`src/rtl/rf_arb_pkg.sv`:
```
// Shared constants and grant-state type for the register-file write arbiter.
package rf_arb_pkg;

  localparam int unsigned W_DEF         = 8;
  localparam int unsigned D_DEF         = 4;
  localparam int unsigned DEPTH_DEF     = 2;
  localparam int unsigned PROT_ADDR_DEF = 14;

  typedef enum logic {
    LAST_A = 1'b0,
    LAST_B = 1'b1
  } grant_state_e;

endpackage

```
`src/rtl/rf_wb_fifo.sv`:
```
// Per-requester writeback queue: DEPTH entries, in-order, synchronous reset.
// Pushes into a full queue and pops from an empty queue are ignored.
module rf_wb_fifo #(
  parameter int unsigned WIDTH = 12,
  parameter int unsigned DEPTH = 2
) (
  input  logic                     clk,
  input  logic                     rst,
  input  logic                     push,
  input  logic                     pop,
  input  logic [WIDTH-1:0]         din,
  output logic [WIDTH-1:0]         dout,
  output logic [$clog2(DEPTH):0]   count,
  output logic                     full,
  output logic                     empty
);

  localparam int unsigned AW = $clog2(DEPTH);
  localparam int unsigned CW = AW + 1;

  logic [WIDTH-1:0] mem_q [DEPTH];
  logic [AW-1:0]    wr_q, rd_q;
  logic [CW-1:0]    cnt_q;
  logic             do_push, do_pop;

  assign full    = (cnt_q == CW'(DEPTH));
  assign empty   = (cnt_q == '0);
  assign count   = cnt_q;
  assign dout    = mem_q[rd_q];
  assign do_push = push & ~full;
  assign do_pop  = pop & ~empty;

  always_ff @(posedge clk) begin
    if (do_push) mem_q[wr_q] <= din;
  end

  always_ff @(posedge clk) begin
    if (rst) begin
      wr_q  <= '0;
      rd_q  <= '0;
      cnt_q <= '0;
    end else begin
      if (do_push) wr_q <= wr_q + AW'(1);
      if (do_pop)  rd_q <= rd_q + AW'(1);
      cnt_q <= cnt_q + CW'(do_push) - CW'(do_pop);
    end
  end

endmodule

```
`src/rtl/rf_write_arbiter.sv`:
```
// Round-robin arbiter merging ALU (A) and load (B) writebacks into one RF write port.
// Define RF_WRITE_PROTECT_EN to drop writes to PROT_ADDR and pulse prot_hit instead.
module rf_write_arbiter
  import rf_arb_pkg::*;
#(
  parameter int unsigned W         = W_DEF,
  parameter int unsigned D         = D_DEF,
  parameter int unsigned DEPTH     = DEPTH_DEF,
  parameter int unsigned PROT_ADDR = PROT_ADDR_DEF
) (
  input  logic         Clk,
  input  logic         Reset,
  input  logic         a_valid,
  output logic         a_ready,
  input  logic [D-1:0] a_addr,
  input  logic [W-1:0] a_data,
  input  logic         b_valid,
  output logic         b_ready,
  input  logic [D-1:0] b_addr,
  input  logic [W-1:0] b_data,
  output logic         WriteEn,
  output logic [D-1:0] reg_in,
  output logic [W-1:0] DataIn,
  output logic         busy,
  output logic         prot_hit
);

  localparam int unsigned EW = D + W;
  localparam int unsigned CW = $clog2(DEPTH) + 1;
  localparam logic [D-1:0] PROT = D'(PROT_ADDR);
`ifdef RF_WRITE_PROTECT_EN
  localparam logic PROT_EN = 1'b1;
`else
  localparam logic PROT_EN = 1'b0;
`endif

  logic [EW-1:0] a_dout, b_dout, head;
  logic [CW-1:0] a_cnt, b_cnt;
  logic          a_full, a_empty, b_full, b_empty;
  logic          gnt_a, gnt_b, gnt_any, drop;
  logic [D-1:0]  head_addr;
  logic [W-1:0]  head_data;

  grant_state_e  state_q;
  logic          we_q, prot_q;
  logic [D-1:0]  reg_q;
  logic [W-1:0]  data_q;

  // Ready reflects the pre-pop count, so a full queue refuses even while popping.
  assign a_ready = ~a_full;
  assign b_ready = ~b_full;

  rf_wb_fifo #(.WIDTH(EW), .DEPTH(DEPTH)) u_fifo_a (
    .clk(Clk), .rst(Reset), .push(a_valid & a_ready), .pop(gnt_a),
    .din({a_addr, a_data}), .dout(a_dout), .count(a_cnt),
    .full(a_full), .empty(a_empty)
  );

  rf_wb_fifo #(.WIDTH(EW), .DEPTH(DEPTH)) u_fifo_b (
    .clk(Clk), .rst(Reset), .push(b_valid & b_ready), .pop(gnt_b),
    .din({b_addr, b_data}), .dout(b_dout), .count(b_cnt),
    .full(b_full), .empty(b_empty)
  );

  // Round-robin pick; reset suppresses any grant on its edge.
  always_comb begin
    gnt_a = 1'b0;
    gnt_b = 1'b0;
    if (!Reset) begin
      if (!a_empty && !b_empty) begin
        if (state_q == LAST_A) gnt_b = 1'b1;
        else                   gnt_a = 1'b1;
      end else if (!a_empty) begin
        gnt_a = 1'b1;
      end else if (!b_empty) begin
        gnt_b = 1'b1;
      end
    end
  end

  assign gnt_any   = gnt_a | gnt_b;
  assign head      = gnt_b ? b_dout : a_dout;
  assign head_addr = head[EW-1:W];
  assign head_data = head[W-1:0];
  assign drop      = PROT_EN & (head_addr == PROT);

  always_ff @(posedge Clk) begin
    if (Reset) begin
      state_q <= LAST_B;
      we_q    <= 1'b0;
      prot_q  <= 1'b0;
      reg_q   <= '0;
      data_q  <= '0;
    end else begin
      we_q   <= gnt_any & ~drop;
      prot_q <= gnt_any & drop;
      if (gnt_any) begin
        state_q <= gnt_b ? LAST_B : LAST_A;
        reg_q   <= head_addr;
        data_q  <= head_data;
      end
    end
  end

  assign WriteEn  = we_q;
  assign reg_in   = reg_q;
  assign DataIn   = data_q;
  assign prot_hit = prot_q;
  assign busy     = (a_cnt != '0) | (b_cnt != '0) | we_q;

endmodule

```
`config.mk`:
```
export PLATFORM = sky130hd
export DESIGN_NAME = rf_write_arbiter
export DESIGN_NICKNAME = d
export VERILOG_FILES = /design/src/rtl/rf_arb_pkg.sv /design/src/rtl/rf_wb_fifo.sv /design/src/rtl/rf_write_arbiter.sv
export SDC_FILE = /design/constraint.sdc
export NUM_CORES = 1
export LEC_CHECK = 0
export ABC_AREA = 1
export ABC_CLOCK_PERIOD_IN_PS = 5200
export BUFFER_PORTS_ARGS = -buffer_cell sky130_fd_sc_hd__buf_2
export CAP_MARGIN = 20
export CORE_MARGIN = 2
export CORE_UTILIZATION = 45
export DETAILED_ROUTE_END_ITERATION = 6
export GPL_ROUTABILITY_DRIVEN = 0
export PLACE_DENSITY = 0.65
export REMOVE_ABC_BUFFERS = 1
export SLEW_MARGIN = 20
export SYNTH_ARGS = -nofsm -noshare
export SYNTH_HDL_FRONTEND = slang
export SYNTH_SLANG_ARGS = --single-unit
```
`constraint.sdc`:
```
create_clock -name Clk -period 5.2 [get_ports Clk]
set_input_delay 1.3 -clock Clk [delete_from_list [all_inputs] [get_ports Clk]]
set_output_delay 1.3 -clock Clk [all_outputs]
set_load 0.01 [all_outputs]
```
==> results.sh <==
export IMPL_yosys_area_share_adder=0.01672
export IMPL_finalNonFillerCells=425
export IMPL_placed_cell_area_mm2=0.003229
export IMPL_yosys_area_top_type_share=0.4814
export IMPL_power_density_mw_per_mm2=519.1
export IMPL_layout_min_cycle_time_ps=2818
export IMPL_slew_headroom=0.4891
export IMPL_dpl_worst_slack_ps=2106
export IMPL_die_x_um=85.57
export IMPL_insertedDiodeCount=0
export IMPL_p_int_uw=1267
export IMPL_synth_warnings=0
export IMPL_drc_errors=0
export IMPL_grt_overflow_total=0
export IMPL_yosysTopAreaCell="edfxtp_1"
export IMPL_portBuffers=43
export IMPL_maxCapViolations=0
export IMPL_async_flop_share=0
export IMPL_cts_resized=0
export IMPL_yosys_area_share_simple=0.1701
export IMPL_ir_worst_vdd_mv=0.3018
export IMPL_finish_utilization=0.5484
export IMPL_design_area_mm2=0.003502
export IMPL_die_h_um=85.57
export IMPL_final_period_utilization=0.5419
export IMPL_ant_nets=0
export IMPL_cp_required_ps=5470
export IMPL_clk_latency_ps=340
export IMPL_initialDrtViolationCount=70
export IMPL_finalClockSkew_ps=7.757
export IMPL_syn_to_final_growth_pct=16.97
export IMPL_seqPwrFrac=0.446
export IMPL_h_tree_depth=3
export IMPL_finalHoldViolCount=0
export IMPL_cts_tree="yes"
export IMPL_setup_ws_ps=2382
export IMPL_min_path_type="flop to flop"
export IMPL_tightest_slew_ps=765.4
export IMPL_hpwl_um=3690
export IMPL_cts_clk_slew_worst_paths_ps=70
export IMPL_synth_cells=300
export IMPL_dp_cells=408
export IMPL_num_vias=2022
export IMPL_synth_top_family_by_area="simple AND/OR/NAND/NOR gates"
export IMPL_grt_max_degree=25
export IMPL_fmax_mhz=354.9
export IMPL_synth_seq_cells=72
export IMPL_grt_pass1_vias=1882
export IMPL_synth_compound_area_frac=0.07355
export IMPL_worstSetupEndpointType="flop"
export IMPL_die_area_mm2=0.007322
export IMPL_cts_num_sinks=72
export IMPL_cp_max_fo=16
export IMPL_synth_common_cells="nand2_1, inv_1, edfxtp_1, nor2_1"
export IMPL_post_cts_buffers=0
export IMPL_drv_slew=0
export IMPL_yosysSeqAreaShare=0.6419
export IMPL_synthMuxAreaShare=0
export IMPL_critical_path_class="input port to flop"
export IMPL_swShare=0.3031
export IMPL_power_switching_uw=551.0
export IMPL_antenna_found_initial=0
export IMPL_wl_per_cell_um=12.37
export IMPL_initial_core_util=0.4688
export IMPL_grt_pass1_wl_um=8604
export IMPL_drive_gt1_frac=0.2098
export IMPL_p_comb_frac=0.247
export IMPL_final_nets=375
export IMPL_status="completed"
export IMPL_critical_path_arrival_ps=3090
export IMPL_via_per_inst=4.758
export IMPL_synth_xor_area_frac=0.005850
export IMPL_yosys_cell_types_count=25
export IMPL_synth_edf_count=48
export IMPL_firstDrtPassIters=4
export IMPL_rsz0062_at_grt="false"
export IMPL_post_synth_top_count_cell="nand2_1"
export IMPL_core_mm2=0.006386
export IMPL_synth_ff_type="edfxtp_1"
export IMPL_setup_violations=0
export IMPL_numCtsBuffers=9
export IMPL_postSynthAreaPerCell_um2=9.980
export IMPL_rows=29
export IMPL_critPathLaunchType="input port"
export IMPL_clockBufferDepth=2
export IMPL_synthesis_area_mm2=0.002994
export IMPL_totalWireLength_um=5258
export IMPL_hold_buffers=0
export IMPL_power_leakage_uw=0.001591
export IMPL_io_pins=45
export IMPL_yosys_top_cells_area="edfxtp_1, dfxtp_1, nand2_1"
export IMPL_fin_tns_setup_ps=0
export IMPL_clockRootBuffer="clkbuf_8"
export IMPL_grt_total_usage=0.1563
export IMPL_p_clk_frac=0.307
[logic make-up (layout without fill, tap and decap cells)]
group	Yosys count	after routing
other cells	1	1
simple gates	120	120
buf+inv	64	112
fa+ha+maj	4	4
compound gates	37	37
flops	72	72
xor+xnor	2	2
[stage by stage]
stage          power, uW  hold slack [ps]
2_1_floorplan       1121            431.5
3_3_place_gp        1260            443.1
3_5_place_dp        1270            453.1
4_1_cts             1831            467.8
5_1_grt             1930            501.8
6_report            1818            472.1
[final timing paths]
kind	start	endpoint	slack (ps)	depth (start not counted)
setup / recovery	Reset	u_fifo_b.count[1]	2380	10
hold / removal	reg_in[1]	reg_in[1]	470	2
setup reg to reg	u_fifo_a.count[1]	u_fifo_b.count[1]	2990	9
hold reg to reg	reg_in[1]	reg_in[1]	470	2
[routing by layer]
layer | up-vias | part of all wire | track usage
met5 | - | 0 | 0
met4 | 0 | 0.019 | 0.07792
met3 | 10 | 0.055 | 0.03754
met2 | 49 | 0.46 | 0.2429
met1 | 920 | 0.46 | 0.2063
li1 | 1043 | - | -
[power groups by stage]
stage	logic, uW	clock network (uW)	registers [uW]
2_1_floorplan	303	0	819
5_1_grt	516	588	826
3_5_place_dp	447	0	823
3_3_place_gp	442	0	818
6_report	449	558	811
4_1_cts	453	567	811
[sequential cells by signal, summed over array words and instances (netlist names), named ones only]
signal,cells
state_q,1
u_fifo_a.count,2
u_fifo_a.rd_q,1
u_fifo_a.wr_q,1
reg_in,4
u_fifo_a.mem_q,24
u_fifo_b.count,2
DataIn,8
u_fifo_b.rd_q,1
u_fifo_b.wr_q,1
u_fifo_b.mem_q,24
WriteEn,1
[worst max-delay path, stage by stage]
cell     delay (ps)
buf_2           210
nor2_4          300
nand2_2         230
inv_1           200
ha_1            260
inv_1            60
ha_1            150
xnor2_1         150
o21ai_0         110
a21oi_1         120
[layout by cell type, fill, tap and decap left out, types with 2 or more instances in the layout]
cell type / netlist / routed
nand2_1: 53 / 53
nand3_1: 24 / 24
edfxtp_1: 48 / 48
o21a_1: 12 / 12
nor2_2: 3 / 6
o21ai_0: 6 / 6
bufinv_16: 0 / 4
clkinv_2: 0 / 2
clkbuf_8: 0 / 9
nor2_1: 34 / 31
nand2_2: 3 / 3
buf_2: 7 / 43
inv_2: 2 / 2
ha_1: 4 / 4
inv_1: 50 / 50
dfxtp_1: 24 / 24
xnor2_1: 2 / 2
a21oi_1: 16 / 16
[area by class of cell]
type / instances / area (um^2)
clock inverters: 7 / 133.9
clock buffers: 9 / 123.9
fillers: 553 / 2884
flip-flops and latches: 72 / 1922
repair buffers: 44 / 222.7
multi-input cells: 164 / 808.3
well taps: 77 / 96.34
inverters: 52 / 195.2
No activity file was read; power rests on OpenSTA's default activity.
